`src/rtl/pdm_pkg.sv`:
```
// Shared constants, types and the PCM saturation helper for the PDM microphone receiver.
package pdm_pkg;

  localparam int CIC_ORDER = 3;
  localparam int ACC_W     = 20;
  localparam int PCM_W     = 16;
  localparam int WARMUP    = 3;
  localparam int PCM_SHIFT = 3;
  localparam int PCM_MAX   = (1 << (PCM_W - 1)) - 1;
  localparam int PCM_MIN   = -(1 << (PCM_W - 1));

  typedef logic signed [ACC_W-1:0] acc_t;
  typedef logic signed [PCM_W-1:0] pcm_t;

  // Full-scale CIC output is +/-2^18, so after the shift only +2^15 can overflow.
  function automatic pcm_t sat_pcm(input acc_t y);
    acc_t s;
    s = y >>> PCM_SHIFT;
    if (int'(s) > PCM_MAX) return pcm_t'(PCM_MAX);
    if (int'(s) < PCM_MIN) return pcm_t'(PCM_MIN);
    return pcm_t'(s[PCM_W-1:0]);
  endfunction

endpackage

```
`src/rtl/pdm_clk_gen.sv`:
```
// Microphone clock divider; flags the system cycle on which m_clk falls so a bit is captured.
module pdm_clk_gen #(
  parameter int CLK_DIV = 50
) (
  input  logic clk,
  input  logic rst_n,
  input  logic enable,
  output logic m_clk,
  output logic fall_stb
);

  localparam int CNT_W = 8;

  logic [CNT_W-1:0] div_cnt_reg;
  logic             m_clk_reg;
  logic             wrap;

  assign wrap = (div_cnt_reg == CNT_W'(CLK_DIV - 1));

  always_ff @(posedge clk or negedge rst_n) begin
    if (!rst_n) begin
      div_cnt_reg <= '0;
      m_clk_reg   <= 1'b0;
    end else if (!enable) begin
      div_cnt_reg <= '0;
      m_clk_reg   <= 1'b0;
    end else if (wrap) begin
      div_cnt_reg <= '0;
      m_clk_reg   <= ~m_clk_reg;
    end else begin
      div_cnt_reg <= div_cnt_reg + 1'b1;
    end
  end

  assign m_clk    = m_clk_reg;
  assign fall_stb = enable & wrap & m_clk_reg;

endmodule

```
`src/rtl/pdm_mic_rx.sv`:
```
// PDM microphone receiver: synchronizer, 3rd-order CIC decimator and a one-deep
// valid/ready output register with sticky overrun.
module pdm_mic_rx
  import pdm_pkg::*;
#(
  parameter int CLK_DIV = 50,
  parameter int DECIM   = 64
) (
  input  logic                    CLK100MHZ,
  input  logic                    CPU_RESETN,
  input  logic                    enable,
  output logic                    m_clk,
  output logic                    m_lrsel,
  input  logic                    m_data,
  output logic signed [PCM_W-1:0] pcm_data,
  output logic                    pcm_valid,
  input  logic                    pcm_ready,
  output logic                    overrun,
  input  logic                    clr_overrun
);

  localparam int BC_W = $clog2(DECIM);
  localparam int WC_W = $clog2(WARMUP + 1);

  logic            fall_stb;
  logic [1:0]      sync_reg;
  logic [BC_W-1:0] bit_cnt_reg;
  logic [WC_W-1:0] warm_cnt_reg;
  logic            comb_stb_reg;
  logic            present_stb_reg;
  acc_t            int_reg  [CIC_ORDER];
  acc_t            dly_reg  [CIC_ORDER];
  acc_t            int_next [CIC_ORDER];
  acc_t            comb_out [CIC_ORDER];
  acc_t            x_in;
  acc_t            y_reg;
  pcm_t            pcm_data_reg;
  logic            pcm_valid_reg;
  logic            overrun_reg;
  logic            take;
  logic            ovr_evt;

  pdm_clk_gen #(.CLK_DIV(CLK_DIV)) u_clk_gen (
    .clk      (CLK100MHZ),
    .rst_n    (CPU_RESETN),
    .enable   (enable),
    .m_clk    (m_clk),
    .fall_stb (fall_stb)
  );

  // Unpipelined cascades: the comb result includes the bit captured in the same window.
  always_comb begin
    x_in        = sync_reg[1] ? acc_t'(1) : acc_t'(-1);
    int_next[0] = int_reg[0] + x_in;
    for (int i = 1; i < CIC_ORDER; i++) begin
      int_next[i] = int_reg[i] + int_next[i-1];
    end
    comb_out[0] = int_reg[CIC_ORDER-1] - dly_reg[0];
    for (int i = 1; i < CIC_ORDER; i++) begin
      comb_out[i] = comb_out[i-1] - dly_reg[i];
    end
  end

  always_ff @(posedge CLK100MHZ or negedge CPU_RESETN) begin
    if (!CPU_RESETN) begin
      sync_reg        <= '0;
      bit_cnt_reg     <= '0;
      warm_cnt_reg    <= '0;
      comb_stb_reg    <= 1'b0;
      present_stb_reg <= 1'b0;
      y_reg           <= '0;
      for (int i = 0; i < CIC_ORDER; i++) begin
        int_reg[i] <= '0;
        dly_reg[i] <= '0;
      end
    end else begin
      sync_reg <= {sync_reg[0], m_data};
      if (!enable) begin
        bit_cnt_reg     <= '0;
        warm_cnt_reg    <= '0;
        comb_stb_reg    <= 1'b0;
        present_stb_reg <= 1'b0;
        y_reg           <= '0;
        for (int i = 0; i < CIC_ORDER; i++) begin
          int_reg[i] <= '0;
          dly_reg[i] <= '0;
        end
      end else begin
        comb_stb_reg    <= 1'b0;
        present_stb_reg <= 1'b0;
        if (fall_stb) begin
          for (int i = 0; i < CIC_ORDER; i++) begin
            int_reg[i] <= int_next[i];
          end
          if (bit_cnt_reg == BC_W'(DECIM - 1)) begin
            bit_cnt_reg  <= '0;
            comb_stb_reg <= 1'b1;
          end else begin
            bit_cnt_reg <= bit_cnt_reg + 1'b1;
          end
        end
        if (comb_stb_reg) begin
          dly_reg[0] <= int_reg[CIC_ORDER-1];
          for (int i = 1; i < CIC_ORDER; i++) begin
            dly_reg[i] <= comb_out[i-1];
          end
          y_reg <= comb_out[CIC_ORDER-1];
          // The first results still carry the zero start-up history of the combs.
          if (warm_cnt_reg == WC_W'(WARMUP)) begin
            present_stb_reg <= 1'b1;
          end else begin
            warm_cnt_reg <= warm_cnt_reg + 1'b1;
          end
        end
      end
    end
  end

  assign take    = pcm_valid_reg & pcm_ready;
  assign ovr_evt = present_stb_reg & pcm_valid_reg & ~pcm_ready;

  // Output stage is not gated by enable so a held sample survives until it is taken.
  always_ff @(posedge CLK100MHZ or negedge CPU_RESETN) begin
    if (!CPU_RESETN) begin
      pcm_data_reg  <= '0;
      pcm_valid_reg <= 1'b0;
      overrun_reg   <= 1'b0;
    end else begin
      if (present_stb_reg) begin
        pcm_data_reg  <= sat_pcm(y_reg);
        pcm_valid_reg <= 1'b1;
      end else if (take) begin
        pcm_valid_reg <= 1'b0;
      end
      if (ovr_evt) begin
        overrun_reg <= 1'b1;
      end else if (clr_overrun) begin
        overrun_reg <= 1'b0;
      end
    end
  end

  assign pcm_data  = pcm_data_reg;
  assign pcm_valid = pcm_valid_reg;
  assign overrun   = overrun_reg;
  assign m_lrsel   = 1'b0;

endmodule

```
`config.mk`:
```
export PLATFORM = sky130hd
export DESIGN_NAME = pdm_mic_rx
export DESIGN_NICKNAME = d
export VERILOG_FILES = /design/src/rtl/pdm_pkg.sv /design/src/rtl/pdm_clk_gen.sv /design/src/rtl/pdm_mic_rx.sv
export SDC_FILE = /design/constraint.sdc
export NUM_CORES = 1
export LEC_CHECK = 0
export CORE_MARGIN = 4
export CORE_UTILIZATION = 30
export CTS_CLUSTER_SIZE = 10
export DETAILED_ROUTE_END_ITERATION = 10
export GPL_TIMING_DRIVEN = 1
export HOLD_SLACK_MARGIN = 0.15
export SLEW_MARGIN = 20
export SYNTH_ARGS = -nofsm -noshare
export SYNTH_HDL_FRONTEND = slang
export SYNTH_SLANG_ARGS = --single-unit
```
`constraint.sdc`:
```
create_clock -name CLK100MHZ -period 5.8 [get_ports CLK100MHZ]
set_clock_uncertainty 0.05 [all_clocks]
set_input_delay 0.87 -clock CLK100MHZ [delete_from_list [all_inputs] [get_ports CLK100MHZ]]
set_output_delay 0.87 -clock CLK100MHZ [all_outputs]
set_load 0.1 [all_outputs]
```
; After elaboration in Yosys (flattened, before gate mapping)
; Cells that the tools add are included.
[op_classes]
n_eq_ne = 7
reduce_logical = 3
mux = 36
bitwise = 7
magnitude_cmp = 2
addsub = 9
[op_table]
columns = op, n
row1 = $mux 60, 4
row2 = $mux 16, 4
row3 = $add 20x20->20, 3
row4 = $mux 20, 3
row5 = $sub 20x20->20, 3
row6 = $mux 6, 3
row7 = $gt 17x16->1 const B, 1
row8 = $lt 17x16->1 const B, 1
row9 = $mux 1, 17
row10 = $mux 8, 2
row11 = $add 8x1->8 const B, 1
row12 = $eq 8x6->1 const B, 1
row13 = $add 6x1->6 const B, 1
row14 = $eq 6x6->1 const B, 1
row15 = $mux 2, 3
row16 = $ne 2x1->1 const B, 3
row17 = $and 1x1->1, 5
row18 = $reduce_bool 2->1, 2
row19 = $add 2x1->2 const B, 1
row20 = $eq 2x2->1 const B, 1
row21 = $ne 2x2->1 const B, 1
row22 = $not 1->1, 2
row23 = $reduce_and 2->1, 1
[word_totals]
elab_cells = 81
in_bits = 6
regBits = 179
output_inout_bits = 20

; Longest topological paths before layout
; Gate-level depths: netlist of run 1.
[depth]
word_depth = 7
mapped_depth = 29
ltp_nobuf = 29

; Hierarchy
; A second synthesis of run 1 with hierarchy kept.
[hier_totals]
cells_unflattened = 1330
hier_area_um2 = 12385.6
[modules_own_cells]
columns = mod, cells_per_inst, seq_area_each_um2, n_inst, area_per_inst_um2
row1 = pdm_mic_rx, 1287, 4179.0, 1, 11956.5
row2 = pdm_clk_gen, 43, 225.2, 1, 429.2

; Worst setup path after synthesis of run 1
; No wires, ideal clock.
[synth_timing]
kind = flip-flop to flip-flop
from = register int_reg[0] (netlist bit)
to = register y_reg[19]
n_path_buf = 0
synth_period_minus_slack_ns = 5.667
arrival_time_ns = 5.533
setup_time_ns = 0.083
stages_incl_launch_ff = 30
t_required_ns = 5.667
path_slack_ns = 0.133
cell_sequence = dfrtp_1 inv_1 ha_1 inv_1 fa_1 a21o_1 a21oi_1 o21bai_1 and2_1 nor2_1 xnor2_1 ha_1 or2_2 a21oi_1 a21oi_1 a21o_1 a21o_1 a31oi_1 xnor2_1 ha_1 a21o_1 a21o_1 a211oi_1 o22ai_1 o31a_1 o21a_1 or2_1 a21oi_1 xnor3_1 o22ai_1
[synth_between]
elab_chain_len = 5
[synth_lines]
columns = item, line_no
row1 = from (decl), pdm_mic_rx.sv:31  ; acc_t int_reg [CIC_ORDER];
row2 = "from (signal, indexed assignment)", pdm_mic_rx.sv:93  ; int_reg[i] <= int_next[i];
row3 = $sub 20x20->20, pdm_mic_rx.sv:58  ; comb_out[0] = int_reg[CIC_ORDER-1] - dly_reg[0];
row4 = $sub 20x20->20 (2 in a row), pdm_mic_rx.sv:60  ; comb_out[i] = comb_out[i-1] - dly_reg[i];
row5 = $mux 20, pdm_mic_rx.sv:102  ; if (comb_stb_reg) begin
row6 = $mux 20, pdm_mic_rx.sv:78  ; if (!enable) begin
row7 = to (signal assigned), pdm_mic_rx.sv:107  ; y_reg <= comb_out[CIC_ORDER-1];
row8 = to (decl), pdm_mic_rx.sv:36  ; acc_t y_reg;
; No other way between the ends. The select of a mux whose other input is x is not followed.
; A chain may end at the register's enable or synchronous reset.

; Final worst setup path of run 1
[layout_timing]
from = register int_reg[1] (netlist bit)
to = register y_reg[19]
; The elaborated chain is that of the path after synthesis.

==> results.json, run 1 <==
{
  "synth_mux_area_share_pct": 6.960,
  "synth_top_family_by_area": "compound AO/OA/AOI/OAI gates",
  "wl_per_cell_um": 13.25,
  "grt_pass1_wl_mm": 44.11,
  "firstDrtPassIters": 5,
  "powerDensity_nw_per_um2": 183.9,
  "avgSynthCellArea_sq_um": 8.969,
  "synth_cells": 1383,
  "syn-num-nets": 1511,
  "cts_root_buffer": "clkbuf_16",
  "setup_ws_ns": 0.05397,
  "yosysTopAreaCellShare_pct": 35.51,
  "area_growth_pct": 14.64,
  "dieArea_sq_um": 44660,
  "grt_use_total_pct": 11.64,
  "synth_adder_area_share_pct": 13.66,
  "cts_tree": "done",
  "yosysMostFrequentCell": "dfrtp_1",
  "yosys-top-cells-count": "176 x dfrtp_1, 148 x nor2_1, 131 x a21oi_1",
  "drive_gt1_share_pct": 10.08,
  "cpPeakStageDelay_ns": 0.38,
  "cts_htree_levels": 4,
  "synth_cell_type_count": 75,
  "routed_via_density": 4.833,
  "place_inst": 1913,
  "grt_pass1_vias": 9297,
  "crit_path_top_delay_cell": "dfrtp_1",
  "fin_crit_sh_pct": 99.07,
  "synthXorXnorAreaFrac_pct": 7.525,
  "antenna_found_initial": 0,
  "rows": 74,
  "criticalPathCategory": "reg -> reg",
  "syn_area_sq_um": 12400,
  "worst_pin_slew_ns": 0.9893,
  "end_kind": "flop",
  "final_max_slew_viol_count": 0,
  "clockBufferDepth": 2,
  "status": "finished, final reports clean",
  "max-vdd-ir-drop_mv": 0.1901,
  "yosysTopAreaCell": "dfrtp_1",
  "finalNetCount": 1543,
  "startpoint_type": "flop",
  "clkTransAtPathRegs_ns": 0.07,
  "cp_data_arrival_time_ns": 6.04,
  "antenna_left": 0,
  "crit_path_max_fanout": 5,
  "ctsHoldBuffers": 0,
  "cp.required_ns": 6.09,
  "cts_sinks": 176,
  "r2r_slack_ns": 0.05,
  "finalNonFillerCells": 1960,
  "hold_viol_final": 0,
  "diodes": 0,
  "dp_slack_ns": -0.1049,
  "core_area_sq_um": 40830,
  "max_freq_mhz": 174.0,
  "holdPathStages": 0,
  "port_buffers": 24,
  "die_h_um": 211.3,
  "cap_viol_max_count": 0,
  "vias": 9472,
  "wl_mm": 25.96,
  "ys.flop_type": "dfrtp_1",
  "rsz0062_at_grt": "yes",
  "synth_compound_area_share_pct": 16.73,
  "postSynth.asyncResetShare_pct": 100.0,
  "synth-seq-cells": 176,
  "r2r_cells": 26,
  "ys_seq_area_share_pct": 35.51,
  "period_minus_slack_ns": 5.746,
  "hold_path_class": "reg -> reg",
  "synth_simple_gate_area_share_pct": 15.13,
  "start_util_pct": 30.38,
  "clock_latency_ns": 0.44,
  "yosys_warnings": 0,
  "overflow": 0,
  "cts_made_buffers": 17,
  "io_pins": 26,
  "hpwl_mm": 18.08,
  "fin_util_pct": 34.83,
  "drtIter0Drc": 346,
  "grt_max_degree": 109,
  "synth_edf_count": 0,
  "gp_congestion": 0.8065,
  "synth_area_leaders": "dfrtp_1 36%, ha_1 12%, mux2i_1 5.3%, a21oi_1 5.3%, xnor2_1 5.0%",
  "die_w_um": 211.3,
  "p_leak_nw": 6.320,
  "relSlewSlack_pct": 34.05,
  "post-route-drc-count": 0,
  "finalSetupViolations": 0
}
==> critical path: cells and delay by family, from the launching register on <==
kind	cells	cell delay, ns
buffers and inverters	2	0.32
xor gates and xnor gates	3	0.57
adders and majority gates	3	0.93
and+or+nand+nor	4	0.57
DFF	1	0.38
AOI/OAI and AO/OA	14	2.84
==> logic make-up (layout without fill, tap and decap cells) <==
logic type	after synthesis	after routing
xor+xnor	105	105
compound gates	324	324
other cells	1	1
mux	84	84
fa+ha+maj	135	135
simple gates	412	412
buf+inv	146	191
flops	176	176
==> layer usage <==
| layer | global-route usage [%] | part of all wire, % | routed length [um] |
|---|---|---|---|
| met5 | 0 | 0 | 0 |
| met4 | 2.888 | 1.2 | 304 |
| met3 | 1.926 | 2.3 | 607 |
| met2 | 20.03 | 48 | 12500 |
| met1 | 15.35 | 48 | 12550 |
==> repair_timing <==
item,in CTS,in global routing
pin swaps,3,40
endpoints found under the hold margin,0,0
setup endpoints to repair,3,6
gates resized for setup,4,41
buffers inserted,1,14
==> report_power, final <==
| group | internal (mW) | switching [mW] |
|---|---|---|
| clock network | 0.671 | 0.509 |
| registers | 1.23 | 0.00492 |
| logic | 0.0548 | 0.141 |
==> through the flow <==
| step | power (mW) | hold WS, ns | setup TNS [ns] | cell area (sq um) |
|---|---|---|---|---|
| final | 2.616 | 0.3032 | 0 | 14220 |
| after global routing | 2.728 | 0.3219 | -0.3446 | 14220 |
| after CTS | 2.658 | 0.3062 | -0.009652 | 13940 |
| after detailed placement | 1.461 | 0.2896 | -0.1613 | 13310 |
| after global placement | 1.457 | 0.2862 | 0 | 13310 |
| after floorplan | 1.394 | 0.2812 | 0 | 12400 |
==> cell type report <==
| type | instances | area (sq um) |
|---|---|---|
| clock inverter | 12 | 132.6 |
| tap | 532 | 665.6 |
| fill | 4129 | 26610 |
| timing repair buffer | 63 | 536.8 |
| clock buffer | 20 | 466.7 |
| inverter | 96 | 362.8 |
| multi-input combinational | 1061 | 7647 |
| sequential | 176 | 4408 |
==> cell usage in the layout, fill, tap and decap left out, types with 8 or more instances in the layout <==
master,count
clkdlybuf4s50_1,23
a31oi_1,8
a211oi_1,10
nor2b_1,20
xnor2_1,69
a21o_1,41
clkbuf_16,17
inv_1,93
ha_1,111
xor2_1,31
a21oi_1,124
maj3_1,13
mux2_2,18
o21a_1,15
nand2b_1,15
nor3_1,22
o21bai_1,8
mux2i_1,66
nor2_1,147
o21ai_0,34
a21oi_2,8
and3_1,13
and2_1,9
buf_4,39
nand3_1,22
nand4_1,8
dfrtp_1,175
nand2_1,124
==> final timing paths <==
path | endpoint | start
worst max register to register | y_reg[19] | int_reg[1]
min in group asynchronous | pcm_data[13] | CPU_RESETN
worst min-delay path | sync_reg[1] | sync_reg[0]
max in group asynchronous | comb_stb_reg | CPU_RESETN
worst min register to register | sync_reg[1] | sync_reg[0]
worst max-delay path | y_reg[19] | int_reg[1]
Power figures use the tool's default switching activity.
==> run 2: changes to the inputs <==
Settings changed: PLACE_DENSITY set to 0.52, REMOVE_ABC_BUFFERS set to 1.
==> results.json, run 2 (same netlist as run 1, synthesis figures left out) <==
{
  "status": "finished, final reports clean",
  "antenna_left": 0,
  "clock_latency_ns": 0.44,
  "power_mw": 2.592,
  "start_util_pct": 30.38,
  "cts_made_buffers": 17,
  "rsz0062_at_grt": "yes",
  "place_inst": 1916,
  "die_h_um": 211.3,
  "hpwl_mm": 18.14,
  "grt_max_degree": 110,
  "worst_pin_slew_ns": 1.071,
  "die_w_um": 211.3,
  "criticalPathCategory": "reg -> reg",
  "hold_path_class": "reg -> reg",
  "power.switching_uw": 678.9,
  "io_pins": 26,
  "pwr-share-seq_pct": 47.8,
  "vias": 9297,
  "grt_pass1_vias": 9590,
  "clockBufferDepth": 2,
  "rows": 74,
  "power.share.combinational_pct": 7.6,
  "post-route-drc-count": 0,
  "core_area_sq_um": 40830,
  "startpoint_type": "flop",
  "power_frac_clock_pct": 44.6,
  "drive_gt1_share_pct": 9.852,
  "finalNetCount": 1536,
  "relSlewSlack_pct": 28.57,
  "cap_viol_max_count": 0,
  "p_int_mw": 1.913,
  "final_cell_mix": "175 x dfrtp_1, 147 x nor2_1, 124 x nand2_1",
  "wl_mm": 25.99,
  "p_leak_nw": 6.287,
  "wl_per_cell_um": 13.31,
  "diodes": 0,
  "period_minus_slack_ns": 5.612,
  "final_common_cell": "dfrtp_1",
  "grt_use_total_pct": 12.10,
  "overflow": 0,
  "clkTransAtPathRegs_ns": 0.07,
  "firstDrtPassIters": 4,
  "antenna_found_initial": 0,
  "cts_htree_levels": 4,
  "powerDensity_nw_per_um2": 182.9,
  "cts_root_buffer": "clkbuf_16",
  "crit_path_max_fanout": 5,
  "port_buffers": 24,
  "cp.required_ns": 6.10,
  "drtIter0Drc": 386,
  "cts_sinks": 176,
  "gp_congestion": 0.8421,
  "fin_crit_sh_pct": 96.77,
  "swShare_pct": 26.19,
  "cp_data_arrival_time_ns": 5.91,
  "area_growth_pct": 14.26,
  "end_kind": "flop",
  "max-vdd-ir-drop_mv": 0.1841,
  "ctsHoldBuffers": 0,
  "grt_pass1_wl_mm": 45.78,
  "hold_viol_final": 0,
  "routed_via_density": 4.760,
  "finalSetupViolations": 0,
  "cts_tree": "done",
  "finalNonFillerCells": 1953,
  "final_max_slew_viol_count": 0,
  "dieArea_sq_um": 44660,
  "max_freq_mhz": 178.2
}
-- run 2: cell types whose count changed in the layout (fill, tap and decap cells not counted), sizes merged --
cell,change
clkinv,-3
buf,-7
bufinv,-1
clkbuf,-1
clkinvlp,+1
inv,+4
-- run 2: final timing paths --
path / end / depth (start not counted) / slack (ns) / startpoint
worst max-delay path: y_reg[19] / 24 / 0.19 / int_reg[1]
worst min-delay path: sync_reg[1] / 0 / 0.30 / sync_reg[0]
worst max register to register: y_reg[19] / 24 / 0.19 / int_reg[1]
worst min register to register: sync_reg[1] / 0 / 0.30 / sync_reg[0]
max in group asynchronous: comb_stb_reg / 2 / 4.02 / CPU_RESETN
min in group asynchronous: pcm_data[1] / 1 / 0.49 / CPU_RESETN
-- run 2: final cells by class --
cell class              instances  area, sq um
inverters                      96        362.8
well taps                     532        665.6
flip-flops and latches        176         4408
clock buffers                  19        452.9
clock inverters                13        125.1
multi-input cells            1061         7675
fillers                      4157        26660
repair buffers                 56        484.2
-- run 2: metal layers --
| metal | wire length [um] | global-route usage [%] | vias up | share of wire (%) |
|---|---|---|---|---|
| met3 | 640 | 2.282 | 23 | 2.5 |
| li1 | - | - | 4864 | - |
| met1 | 12770 | 15.87 | 4324 | 49 |
| met5 | 0 | 0 | - | 0 |
| met2 | 12250 | 20.63 | 86 | 47 |
| met4 | 335 | 3.176 | 0 | 1.3 |
-- run 2: power by group through the flow --
| stage | registers (mW) | logic [mW] | clock network (mW) |
|---|---|---|---|
| CTS | 1.24 | 0.201 | 1.20 |
| finish | 1.24 | 0.197 | 1.16 |
| floorplan | 1.30 | 0.0858 | 0 |
| detailed placement | 1.26 | 0.200 | 0 |
| global route | 1.24 | 0.219 | 1.25 |
| global placement | 1.26 | 0.197 | 0 |
-- run 2: what timing repair did --
item                       CTS  global route
buffers inserted             0             5
gates resized for setup      2            44
pin swaps                    1            26
setup endpoints to repair    1             7
-- run 2: worst max-delay path, cell delays in order, from the launching register on --
cell and delay (ns):
dfrtp_1 0.38, buf_4 0.16, ha_1 0.28, nor2b_1 0.14
o31a_1 0.27, o31a_1 0.30, a21oi_2 0.20, ha_4 0.24
nor2b_1 0.13, a311o_1 0.35, a31o_4 0.25, a21o_1 0.20
nand3_1 0.10, a31oi_1 0.10, xor2_1 0.26, ha_1 0.30
a21o_1 0.21, a211oi_2 0.23, o22ai_2 0.14, o31a_1 0.31
o21a_1 0.18, or2_4 0.24, a21oi_2 0.12, xnor3_1 0.22
o22ai_1 0.17
-- run 2: metrics by stage --
step	setup slack (ns)	utilization (%)	setup TNS [ns]	hold WS [ns]	area, sq um
floorplan	0.08707	-	0	0.2812	12210
global placement	0.02563	32.66	0	0.2891	13330
detailed placement	-0.03348	32.66	-0.03348	0.2896	13330
CTS	0.01254	34.10	0	0.3070	13920
global route	-0.1080	34.71	-0.2137	0.3251	14170
finish	0.1876	34.71	0	0.3020	14170
